$ cat src/rtl/regfile_wb_arbiter_if.sv
// Bundle connecting the regfile writeback arbiter to its writeback sources and the regfile.
// The slave modport is the arbiter's view; master is the source/regfile side.
interface regfile_wb_arbiter_if #(
    parameter int WIDTH   = 32,
    parameter int NUM_REQ = 3
);
    logic                     hold;
    logic [NUM_REQ-1:0]       req_valid;
    logic [NUM_REQ-1:0]       req_ready;
    logic [5*NUM_REQ-1:0]     req_rd_addr;
    logic [WIDTH*NUM_REQ-1:0] req_data;
    logic                     w_en;
    logic [4:0]               rd_addr;
    logic [WIDTH-1:0]         w_data;
    logic [2:0]               grant_id;
    logic [4:0]               ra_addr;
    logic [4:0]               rb_addr;
    logic                     ra_fwd_hit;
    logic                     rb_fwd_hit;
    logic [WIDTH-1:0]         ra_fwd_data;
    logic [WIDTH-1:0]         rb_fwd_data;

    modport slave (
        input  hold, req_valid, req_rd_addr, req_data, ra_addr, rb_addr,
        output req_ready, w_en, rd_addr, w_data, grant_id,
               ra_fwd_hit, rb_fwd_hit, ra_fwd_data, rb_fwd_data
    );

    modport master (
        output hold, req_valid, req_rd_addr, req_data, ra_addr, rb_addr,
        input  req_ready, w_en, rd_addr, w_data, grant_id,
               ra_fwd_hit, rb_fwd_hit, ra_fwd_data, rb_fwd_data
    );
endinterface

$ cat src/rtl/regfile_wb_arbiter.sv
// Round-robin arbiter sharing the single regfile write port among NUM_REQ writeback sources.
// Optional macro WB_BYPASS_EN enables combinational forwarding of the pending write to read ports A/B.
module regfile_wb_arbiter #(
    parameter int WIDTH   = 32,
    parameter int NUM_REQ = 3
) (
    input  logic                 clk,
    input  logic                 reset,
    regfile_wb_arbiter_if.slave  bus
);

    logic [7:0]         zero_req_s;
    logic [7:0]         nz_req_s;
    logic [2:0]         last_grant_r;
    logic               grant_valid_s;
    logic [2:0]         grant_idx_s;
    logic [3:0]         cand_s;
    logic               take_s;
    logic               accept_s;
    logic [NUM_REQ-1:0] ready_s;
    logic [4:0]         win_addr_s;
    logic [WIDTH-1:0]   win_data_s;
    logic               w_en_r;
    logic [4:0]         rd_addr_r;
    logic [WIDTH-1:0]   w_data_r;
    logic [2:0]         grant_id_r;

    // Split valid requests into x0 sinks and real writes; padded to 8 so any 3-bit index is legal.
    always_comb begin
        zero_req_s = 8'h00;
        nz_req_s   = 8'h00;
        for (int i = 0; i < NUM_REQ; i++) begin
            zero_req_s[i] = bus.req_valid[i] & (bus.req_rd_addr[5*i +: 5] == 5'd0);
            nz_req_s[i]   = bus.req_valid[i] & (bus.req_rd_addr[5*i +: 5] != 5'd0);
        end
    end

    // Round-robin search starting just after the last accepted winner, with wrap-around.
    always_comb begin
        grant_valid_s = 1'b0;
        grant_idx_s   = 3'd0;
        cand_s        = 4'd0;
        take_s        = 1'b0;
        for (int k = 1; k <= NUM_REQ; k++) begin
            cand_s        = {1'b0, last_grant_r} + 4'(k);
            cand_s        = (cand_s >= 4'(NUM_REQ)) ? (cand_s - 4'(NUM_REQ)) : cand_s;
            take_s        = ~grant_valid_s & nz_req_s[cand_s[2:0]];
            grant_idx_s   = take_s ? cand_s[2:0] : grant_idx_s;
            grant_valid_s = grant_valid_s | take_s;
        end
    end

    // Ready generation and winner payload steering; hold blocks every acceptance.
    always_comb begin
        accept_s   = grant_valid_s & ~bus.hold;
        ready_s    = {NUM_REQ{1'b0}};
        win_addr_s = 5'd0;
        win_data_s = {WIDTH{1'b0}};
        for (int i = 0; i < NUM_REQ; i++) begin
            ready_s[i] = ~bus.hold & (zero_req_s[i] | (grant_valid_s & (grant_idx_s == 3'(i))));
            win_addr_s = (grant_idx_s == 3'(i)) ? bus.req_rd_addr[5*i +: 5] : win_addr_s;
            win_data_s = (grant_idx_s == 3'(i)) ? bus.req_data[WIDTH*i +: WIDTH] : win_data_s;
        end
    end

    // Write register and round-robin pointer; w_en drops whenever no real write is accepted.
    always_ff @(posedge clk or posedge reset) begin
        if (reset) begin
            w_en_r       <= 1'b0;
            rd_addr_r    <= 5'd0;
            w_data_r     <= {WIDTH{1'b0}};
            grant_id_r   <= 3'd0;
            last_grant_r <= 3'(NUM_REQ - 1);
        end else begin
            w_en_r <= accept_s;
            if (accept_s) begin
                rd_addr_r    <= win_addr_s;
                w_data_r     <= win_data_s;
                grant_id_r   <= grant_idx_s;
                last_grant_r <= grant_idx_s;
            end else begin
                rd_addr_r    <= rd_addr_r;
                w_data_r     <= w_data_r;
                grant_id_r   <= grant_id_r;
                last_grant_r <= last_grant_r;
            end
        end
    end

    assign bus.req_ready = ready_s;
    assign bus.w_en      = w_en_r;
    assign bus.rd_addr   = rd_addr_r;
    assign bus.w_data    = w_data_r;
    assign bus.grant_id  = grant_id_r;

`ifdef WB_BYPASS_EN
    // Readers in the cycle after acceptance see the pending value before the regfile updates.
    assign bus.ra_fwd_hit  = w_en_r & (rd_addr_r == bus.ra_addr) & (bus.ra_addr != 5'd0);
    assign bus.rb_fwd_hit  = w_en_r & (rd_addr_r == bus.rb_addr) & (bus.rb_addr != 5'd0);
    assign bus.ra_fwd_data = w_data_r;
    assign bus.rb_fwd_data = w_data_r;
`else
    logic unused_bypass_s;
    assign unused_bypass_s = ^{bus.ra_addr, bus.rb_addr};
    assign bus.ra_fwd_hit  = 1'b0;
    assign bus.rb_fwd_hit  = 1'b0;
    assign bus.ra_fwd_data = {WIDTH{1'b0}};
    assign bus.rb_fwd_data = {WIDTH{1'b0}};
`endif

endmodule
$ cat src/flat_wrapper.sv
// flat-port wrapper written by rule: the top's interface ports become plain ports
module regfile_wb_arbiter_flat 
#(
    parameter int WIDTH   = 32,
    parameter int NUM_REQ = 3
)
  (clk, reset, bus_hold, bus_req_valid, bus_req_rd_addr, bus_req_data, bus_ra_addr, bus_rb_addr, bus_req_ready, bus_w_en, bus_rd_addr, bus_w_data, bus_grant_id, bus_ra_fwd_hit, bus_rb_fwd_hit, bus_ra_fwd_data, bus_rb_fwd_data);
  regfile_wb_arbiter_if #(.WIDTH(WIDTH), .NUM_REQ(NUM_REQ)) bus_i ();
  input  logic clk;
  input  logic reset;
  input wire logic [$bits(bus_i.hold)-1:0] bus_hold;
  input wire logic [$bits(bus_i.req_valid)-1:0] bus_req_valid;
  input wire logic [$bits(bus_i.req_rd_addr)-1:0] bus_req_rd_addr;
  input wire logic [$bits(bus_i.req_data)-1:0] bus_req_data;
  input wire logic [$bits(bus_i.ra_addr)-1:0] bus_ra_addr;
  input wire logic [$bits(bus_i.rb_addr)-1:0] bus_rb_addr;
  output wire logic [$bits(bus_i.req_ready)-1:0] bus_req_ready;
  output wire logic [$bits(bus_i.w_en)-1:0] bus_w_en;
  output wire logic [$bits(bus_i.rd_addr)-1:0] bus_rd_addr;
  output wire logic [$bits(bus_i.w_data)-1:0] bus_w_data;
  output wire logic [$bits(bus_i.grant_id)-1:0] bus_grant_id;
  output wire logic [$bits(bus_i.ra_fwd_hit)-1:0] bus_ra_fwd_hit;
  output wire logic [$bits(bus_i.rb_fwd_hit)-1:0] bus_rb_fwd_hit;
  output wire logic [$bits(bus_i.ra_fwd_data)-1:0] bus_ra_fwd_data;
  output wire logic [$bits(bus_i.rb_fwd_data)-1:0] bus_rb_fwd_data;
  assign bus_i.hold = bus_hold;
  assign bus_i.req_valid = bus_req_valid;
  assign bus_i.req_rd_addr = bus_req_rd_addr;
  assign bus_i.req_data = bus_req_data;
  assign bus_i.ra_addr = bus_ra_addr;
  assign bus_i.rb_addr = bus_rb_addr;
  assign bus_req_ready = bus_i.req_ready;
  assign bus_w_en = bus_i.w_en;
  assign bus_rd_addr = bus_i.rd_addr;
  assign bus_w_data = bus_i.w_data;
  assign bus_grant_id = bus_i.grant_id;
  assign bus_ra_fwd_hit = bus_i.ra_fwd_hit;
  assign bus_rb_fwd_hit = bus_i.rb_fwd_hit;
  assign bus_ra_fwd_data = bus_i.ra_fwd_data;
  assign bus_rb_fwd_data = bus_i.rb_fwd_data;
  regfile_wb_arbiter #(.WIDTH(WIDTH), .NUM_REQ(NUM_REQ)) u_core (.clk(clk), .reset(reset), .bus(bus_i));
endmodule
$ cat config.mk
export PLATFORM = sky130hd
export DESIGN_NAME = regfile_wb_arbiter_flat
export DESIGN_NICKNAME = d
export VERILOG_FILES = /design/src/rtl/regfile_wb_arbiter_if.sv /design/src/rtl/regfile_wb_arbiter.sv /design/src/flat_wrapper.sv
export SDC_FILE = /design/constraint.sdc
export NUM_CORES = 1
export LEC_CHECK = 0
export ABC_AREA = 1
export BUFFER_PORTS_ARGS = -buffer_cell sky130_fd_sc_hd__buf_2
export CAP_MARGIN = 20
export CORE_MARGIN = 2
export CORE_UTILIZATION = 30
export DETAILED_ROUTE_END_ITERATION = 8
export MAX_ROUTING_LAYER = met4
export PLACE_DENSITY = 0.59
export SKIP_CTS_REPAIR_TIMING = 1
export SLEW_MARGIN = 15
export SYNTH_ARGS = -nofsm -noshare
export SYNTH_HDL_FRONTEND = slang
export SYNTH_SLANG_ARGS = --single-unit
$ cat constraint.sdc
create_clock -name clk -period 2.35 [get_ports clk]
set_clock_uncertainty 0.1 [all_clocks]
set_input_delay 0 -clock clk [delete_from_list [all_inputs] [get_ports clk]]
set_output_delay 0 -clock clk [all_outputs]
set_load 0.01 [all_outputs]
Yosys cells after proc, flatten, opt, wreduce, memory -nomap -nowiden
Index checks and enable logic that the tools add are counted.

Bits in registers: 44. Logic and storage cells: 67.

$add $sub $neg: 6. Magnitude comparators: 6. Eq/ne operators: 2. Mux-type cells: 18. Bitwise gates (word level): 23. Reduce and logical (&&, ||, !) cells: 7.

Operator list (number): $mux W32 (3); $mux W3 (6); $and A1 B1 Y1 (15); $logic_not A5 Y1 (3); $mux W5 (3); $reduce_bool A5 Y1 (3); $ge A4 B2 Y1 const B (3); $lt A3 B4 Y1 const B (3); $bmux W1 S3 (3); $sub A3 B2 Y3 const B (3); $add A3 B2 Y4 const B (2); $or A1 B1 Y1 (5); $add A3 B1 Y4 const B (1); $eq A3 B1 Y1 const B (1); $eq A3 B2 Y1 const B (1); $logic_not A3 Y1 (1); $mux W1 (3); $not A1 Y1 (3).

Longest topological paths before layout
Depth in word-level cells: 15. Gate-level depth with buffers: 20. Gate-level depth less buffers: 19.

Worst setup path after synthesis
Ideal clock, no wire load.

Kind: register to register. From: register u_core.last_grant_r[1]. To: register u_core.w_data_r[18] (netlist: u_core.bus.w_data[18]). Library setup time: 0.117 ns. Arrival time: 2.347 ns. Required time: 2.133 ns. Path slack: -0.214 ns. Cell stages (with the launch flop): 20. Path buffers: 1. Cell sequence: dfstp_2 -> inv_1 -> ha_1 -> inv_1 -> nand2_2 -> nand2_1 -> inv_1 -> nand2_1 -> o21ai_1 -> nand2_1 -> nand2_1 -> nor2_2 -> nand3_2 -> nand2_4 -> inv_4 -> buf_6 -> nor2_1 -> nor2_1 -> nand2_1 -> nand2_1.

Word-level cells in the longest chain between the ends: 15. Elaborated cells between the ends (all ways): 34. Classes of those cells: add/sub (6); order compare (3); eq/ne (2); mux (15); bitwise (7); reduce/logical (1).

Ends and longest elaborated chain: start: declaration (line regfile_wb_arbiter.sv:14) `logic [2:0] last_grant_r;`; start signal: assignment (line regfile_wb_arbiter.sv:73) `last_grant_r <= 3'(NUM_REQ - 1);`; start signal: assignment (line regfile_wb_arbiter.sv:80) `last_grant_r <= grant_idx_s;`; start signal: assignment (line regfile_wb_arbiter.sv:85) `last_grant_r <= last_grant_r;`; $add A3 B1 Y4 (line regfile_wb_arbiter.sv:45) `cand_s = {1'b0, last_grant_r} + 4'(k);`; $ge A4 B2 Y1 or $sub A3 B2 Y3 (tied branches) (line regfile_wb_arbiter.sv:46) `cand_s = (cand_s >= 4'(NUM_REQ)) ? (cand_s - 4'(NUM_REQ)) : cand_s;`; $mux W3 (line regfile_wb_arbiter.sv:46); $bmux W1 S3 (line regfile_wb_arbiter.sv:47) `take_s = ~grant_valid_s & nz_req_s[cand_s[2:0]];`; $mux W1 (not written as such) (line regfile_wb_arbiter.sv:47); $not A1 Y1 (line regfile_wb_arbiter.sv:47); $and A1 B1 Y1 (line regfile_wb_arbiter.sv:47); $or A1 B1 Y1 (line regfile_wb_arbiter.sv:49) `grant_valid_s = grant_valid_s | take_s;`; $not A1 Y1 (line regfile_wb_arbiter.sv:47); $and A1 B1 Y1 (line regfile_wb_arbiter.sv:47); $mux W3 (line regfile_wb_arbiter.sv:48) `grant_idx_s = take_s ? cand_s[2:0] : grant_idx_s;`; $logic_not A3 Y1 (line regfile_wb_arbiter.sv:62) `win_data_s = (grant_idx_s == 3'(i)) ? bus.req_data[WIDTH*i +: WIDTH] : win_data_s;`; $mux W32 (3 in series) (line regfile_wb_arbiter.sv:62); end signal: assignment (line regfile_wb_arbiter.sv:71) `w_data_r <= {WIDTH{1'b0}};`; end signal: assignment (line regfile_wb_arbiter.sv:78) `w_data_r <= win_data_s;`; end signal: assignment (line regfile_wb_arbiter.sv:83) `w_data_r <= w_data_r;`; end: declaration (line regfile_wb_arbiter.sv:25) `logic [WIDTH-1:0] w_data_r;`.

Parallel ways exist; a longest one is shown, timed or not. The select of a mux whose other input is x is not followed. A chain may end at the register's enable or synchronous reset.

Worst setup path in the final report
From: register u_core.last_grant_r[1]. To: output port bus_req_ready[0].

Word-level cells in the longest chain between the ends: 15. Elaborated cells between the ends (all ways): 31. Classes of those cells: add/sub (6); order compare (3); mux (12); bitwise (9); reduce/logical (1).

Ends and longest elaborated chain: $add A3 B1 Y4 (line regfile_wb_arbiter.sv:45); $ge A4 B2 Y1 or $sub A3 B2 Y3 (tied branches) (line regfile_wb_arbiter.sv:46); $mux W3 (line regfile_wb_arbiter.sv:46); $bmux W1 S3 (line regfile_wb_arbiter.sv:47); $mux W1 (not written as such) (line regfile_wb_arbiter.sv:47); $not A1 Y1 (line regfile_wb_arbiter.sv:47); $and A1 B1 Y1 (line regfile_wb_arbiter.sv:47); $or A1 B1 Y1 (line regfile_wb_arbiter.sv:49); $not A1 Y1 (line regfile_wb_arbiter.sv:47); $and A1 B1 Y1 (line regfile_wb_arbiter.sv:47); $mux W3 (line regfile_wb_arbiter.sv:48); $logic_not A3 Y1 (line regfile_wb_arbiter.sv:60) `ready_s[i] = ~bus.hold & (zero_req_s[i] | (grant_valid_s & (grant_idx_s == 3'(i))));`; $and A1 B1 Y1 (*) (line regfile_wb_arbiter.sv:60); $or A1 B1 Y1 (*) (line regfile_wb_arbiter.sv:60); $and A1 B1 Y1 (*) (line regfile_wb_arbiter.sv:60); end: declaration (line flat_wrapper.sv:17) `output wire logic [$bits(bus_i.req_ready)-1:0] bus_req_ready;`.

Mark *: on every way between the ends. The rest lies on a longest branch, timed or not. The select of a mux whose other input is x is not followed.

==> impl_metrics.csv <==
group,metric,value,unit
route,drc,0,
floorplanning,floorplan.core_area,0.0119,mm²
clock_tree,tritoncts,"done",
layout,finalNetCount,986,
power_and_ir_drop,static-leakage-power,3.55,nW
worst_hold_path,whs_endpoint,"u_core.bus.rd_addr[1]$_DFFE_PP0P_",
worst_setup_path,worstRegToRegCells,17,
sta,setup_ws,-0.354,ns
route,route.detailed.vias_per_inst,4.38,
synthesis,synth_seq_cells,42,
placed_design,routability_congestion_estimate_from_global_placement,0.840,
synthesis,synth_top_area_share,28.4,%
worst_setup_path,critical_path_required,2.25,ns
clock_tree,insertion_delay,0.29,ns
layout,syn2layout_area_growth,66.6,%
route,antenna_left,0,
global_route,antenna_found_initial,0,
floorplanning,die-height,114,µm
global_route,grt_remaining_overflow,0,
sta,period_utilization_post_route,115,%
power_and_ir_drop,post-layout-total-power,1.79,mW
global_route,first_global_vias,3374,
synthesis,yosys.area.top_type,"sky130_fd_sc_hd__dfrtp_1",
worst_setup_path,cp_dominant_cell_by_count,"sky130_fd_sc_hd__nor2_4",
sta,final.min_clock_period,2.70,ns
layout,antenna_cells,0,
clock_tree,clockRootBuffer,"sky130_fd_sc_hd__clkbuf_16",
run_status,result_of_the_run,"finished, violations left",
worst_setup_path,worstPathCellList,"inv_4 -> ha_2 -> inv_2 -> nand2_2 -> nand2_1 -> nand2_2 -> nor2_1 -> nor2_4 -> nor2_4 -> nor2_4 -> nand3_4 -> nand2_4 -> buf_12 -> nor2_4 -> buf_6 -> nand2_1 -> o21ai_0 -> buf_2",
sta,finalSetupViolCount,44,
worst_hold_path,number_of_cells_on_the_worst_hold_path,5,
clock_tree,h-tree-depth,2,
sta,slew_violations,0,
flow_run,maxCapViolCount,0,
floorplanning,ios,237,
worst_setup_path,endpoint_kind,"primary output",
run_status,failed_checks,"hold timing, setup timing",
worst_setup_path,r2r_setup_slack,-0.30,ns
power_and_ir_drop,worst_ir_drop_vdd,0.277,mV
synthesis,ys_types,28,
worst_setup_path,reg2reg_from,"u_core.last_grant_r[1]$_DFFE_PP1P_",
worst_setup_path,setup.worst_path.class,"reg -> out",
power_and_ir_drop,power.density,297,mW/mm²
global_route,global_route.usage.total,16.0,%
route,totalWireLength,12900,µm
route,drt-wirelength-per-cell,12.9,µm
sta,timing_hold_violations_final,11,
worst_setup_path,cpMaxStageDelayCell,"sky130_fd_sc_hd__dfstp_2",
global_route,grt_pass1_wl,16100,µm
worst_setup_path,setup.worst_path.start_class,"register",
worst_hold_path,hold_path_class,"in -> reg",
worst_setup_path,worst_r2r_endpoint,"u_core.bus.w_data[19]$_DFFE_PP0P_",
sta,max_freq,370,MHz
placed_design,port-buffer-count,160,
synthesis,syn-mean-instance-area,6.39,µm²
synthesis,yosys-top-cells-area,"sky130_fd_sc_hd__dfrtp_1, sky130_fd_sc_hd__nand2_1, sky130_fd_sc_hd__buf_4, sky130_fd_sc_hd__nand3_1, sky130_fd_sc_hd__nor2_1",
sta,worst-slew-pin-transition,0.585,ns
synthesis,synth_seq_area_share,29.2,%
floorplanning,std_cell_rows,40,
sta,rsz0062_at_grt,"yes",
floorplanning,die_w,114,µm
floorplanning,floorplan.die_area,0.0129,mm²
sta,whs,-0.0698,ns
floorplanning,floorplan.initialDensity,30.4,%
worst_setup_path,cp.arrival,2.60,ns
route,drt_pre_antenna_iters,4,
layout,layout-drive-gt1-share,35.6,%
sta,timing.slew.headroom,61.0,%
clock_tree,cts-buffers-inserted,5,
synthesis,synth_warnings,0,
placed_design,place_hpwl,8160,µm
worst_setup_path,worstPathMaxFanout,7,
route,route.vias.total,4378,
worst_setup_path,cpPeakStageDelay,0.56,ns
route,iteration_0_drc_count_of_the_detailed_router,262,
clock_tree,longest_clk_path_bufs,2,
clock_tree,clk_pin_slew,0.07,ns
global_route,grt_max_degree,43,
worst_hold_path,hp-start,"bus_req_rd_addr[6]",
clock_tree,clkSinkCount,42,
layout,n_fill_cell,1133,
worst_setup_path,crit_start,"u_core.last_grant_r[1]$_DFFE_PP1P_",
synthesis,post_synth_instance_area,0.00361,mm²
synthesis,post_synth_inst_count,565,
## cell families (layout without fill, tap and decap cells)
logic type,after synthesis,in the layout,share of synthesized area [%]
and+or+nand+nor,368,368,43.5
buffers and inverters,133,356,22.8
DFF,42,42,29.2
AOI/OAI and AO/OA,13,13,1.80
adders and majority gates,7,7,2.43
other,1,66,0.104
xor gates and xnor gates,1,1,0.243
## cell usage in the layout, fill, tap and decap left out, drive strengths merged, types with 9 or more instances in the layout
cell	netlist	routed
nand2	226	226
buf	86	213
nand3	70	70
dlygate4sd3	0	87
o21ai	9	9
nor2	59	59
inv	45	46
or2	10	10
dfrtp	41	41
conb	1	66
## critical path, delay by kind of cell (launching register included)
family / cells / cell delay (ns)
AND/OR/NAND/NOR: 11 / 1.02
flip-flops: 1 / 0.56
buffers and inverters: 5 / 0.52
adder cells (fa/ha/maj): 1 / 0.18
AO/OA/AOI/OAI: 1 / 0.06
## sequential cells by signal (all words and copies together) (netlist names)
register	cells
u_core.bus.grant_id	3
u_core.bus.rd_addr	5
u_core.bus.w_en	1
u_core.last_grant_r	1
u_core.bus.w_data	32
## routing by layer
layer,vias to the layer above,part of all wire (%),track usage [%]
li1,2180,-,-
met1,1962,40,20.5
met2,195,52,27.4
met3,41,5.4,1.70
met4,0,3.1,3.25
met5,-,0,-
## metrics by stage
| stage | area (µm²) | setup TNS (ns) | setup slack [ns] | cells | util, % |
|---|---|---|---|---|---|
| global placement | 4600 | -7.82 | -0.238 | 889 | 38.8 |
| CTS | 4750 | -10.67 | -0.503 | 897 | 40.0 |
| floorplan | 3890 | -0.561 | -0.0348 | 630 | - |
| finish | 6010 | -9.82 | -0.354 | 1000 | 50.7 |
| global route | 6010 | -17.34 | -0.494 | 1000 | 50.7 |
| detailed placement | 4600 | -9.01 | -0.290 | 889 | 38.8 |
## power breakdown
part,internal (mW),leakage (nW),switching [mW]
Sequential,0.723,0.573,0
Combinational,0.187,2.91,0.161
Clock,0.398,0.0664,0.320
## worst max-delay path by stage
stage / to / depth (start not counted)
after floorplan: u_core.bus.w_data[18]$_DFFE_PP0P_ / 18
after global placement: u_core.bus.w_data[2]$_DFFE_PP0P_ / 18
after detailed placement: u_core.bus.w_data[7]$_DFFE_PP0P_ / 18
after CTS: bus_req_ready[0] / 20
after global routing: bus_req_ready[0] / 19
final: bus_req_ready[0] / 18
## Yosys cell counts
| cell type | count |
|---|---|
| sky130_fd_sc_hd__a21oi_1 | 4 |
| sky130_fd_sc_hd__buf_2 | 10 |
| sky130_fd_sc_hd__buf_4 | 70 |
| sky130_fd_sc_hd__buf_6 | 6 |
| sky130_fd_sc_hd__clkbuf_1 | 2 |
| sky130_fd_sc_hd__conb_1 | 1 |
| sky130_fd_sc_hd__dfrtp_1 | 41 |
| sky130_fd_sc_hd__dfstp_2 | 1 |
| sky130_fd_sc_hd__ha_1 | 7 |
| sky130_fd_sc_hd__inv_1 | 39 |
| sky130_fd_sc_hd__inv_2 | 5 |
| sky130_fd_sc_hd__inv_4 | 1 |
| sky130_fd_sc_hd__nand2_1 | 222 |
| sky130_fd_sc_hd__nand2_2 | 2 |
| sky130_fd_sc_hd__nand2_4 | 2 |
| sky130_fd_sc_hd__nand3_1 | 68 |
| sky130_fd_sc_hd__nand3_2 | 1 |
| sky130_fd_sc_hd__nand3_4 | 1 |
| sky130_fd_sc_hd__nand4_1 | 3 |
| sky130_fd_sc_hd__nor2_1 | 53 |
| sky130_fd_sc_hd__nor2_2 | 3 |
| sky130_fd_sc_hd__nor2_4 | 3 |
| sky130_fd_sc_hd__o21ai_0 | 6 |
| sky130_fd_sc_hd__o21ai_1 | 3 |
| sky130_fd_sc_hd__or2_0 | 2 |
| sky130_fd_sc_hd__or2_1 | 7 |
| sky130_fd_sc_hd__or2_2 | 1 |
| sky130_fd_sc_hd__xnor2_1 | 1 |
## area by class of cell
class	count	area, µm²	share of cell area [%]
Clock buffer	5	125	2.08
Clock inverter	3	23.8	0.395
Inverter	45	184	3.06
Multi-Input combinational cell	455	2190	36.5
Sequential cell	42	1050	17.5
Tap cell	147	184	3.06
Timing Repair Buffer	303	2250	37.4
Note: power is estimated with default switching activity, not from simulation.
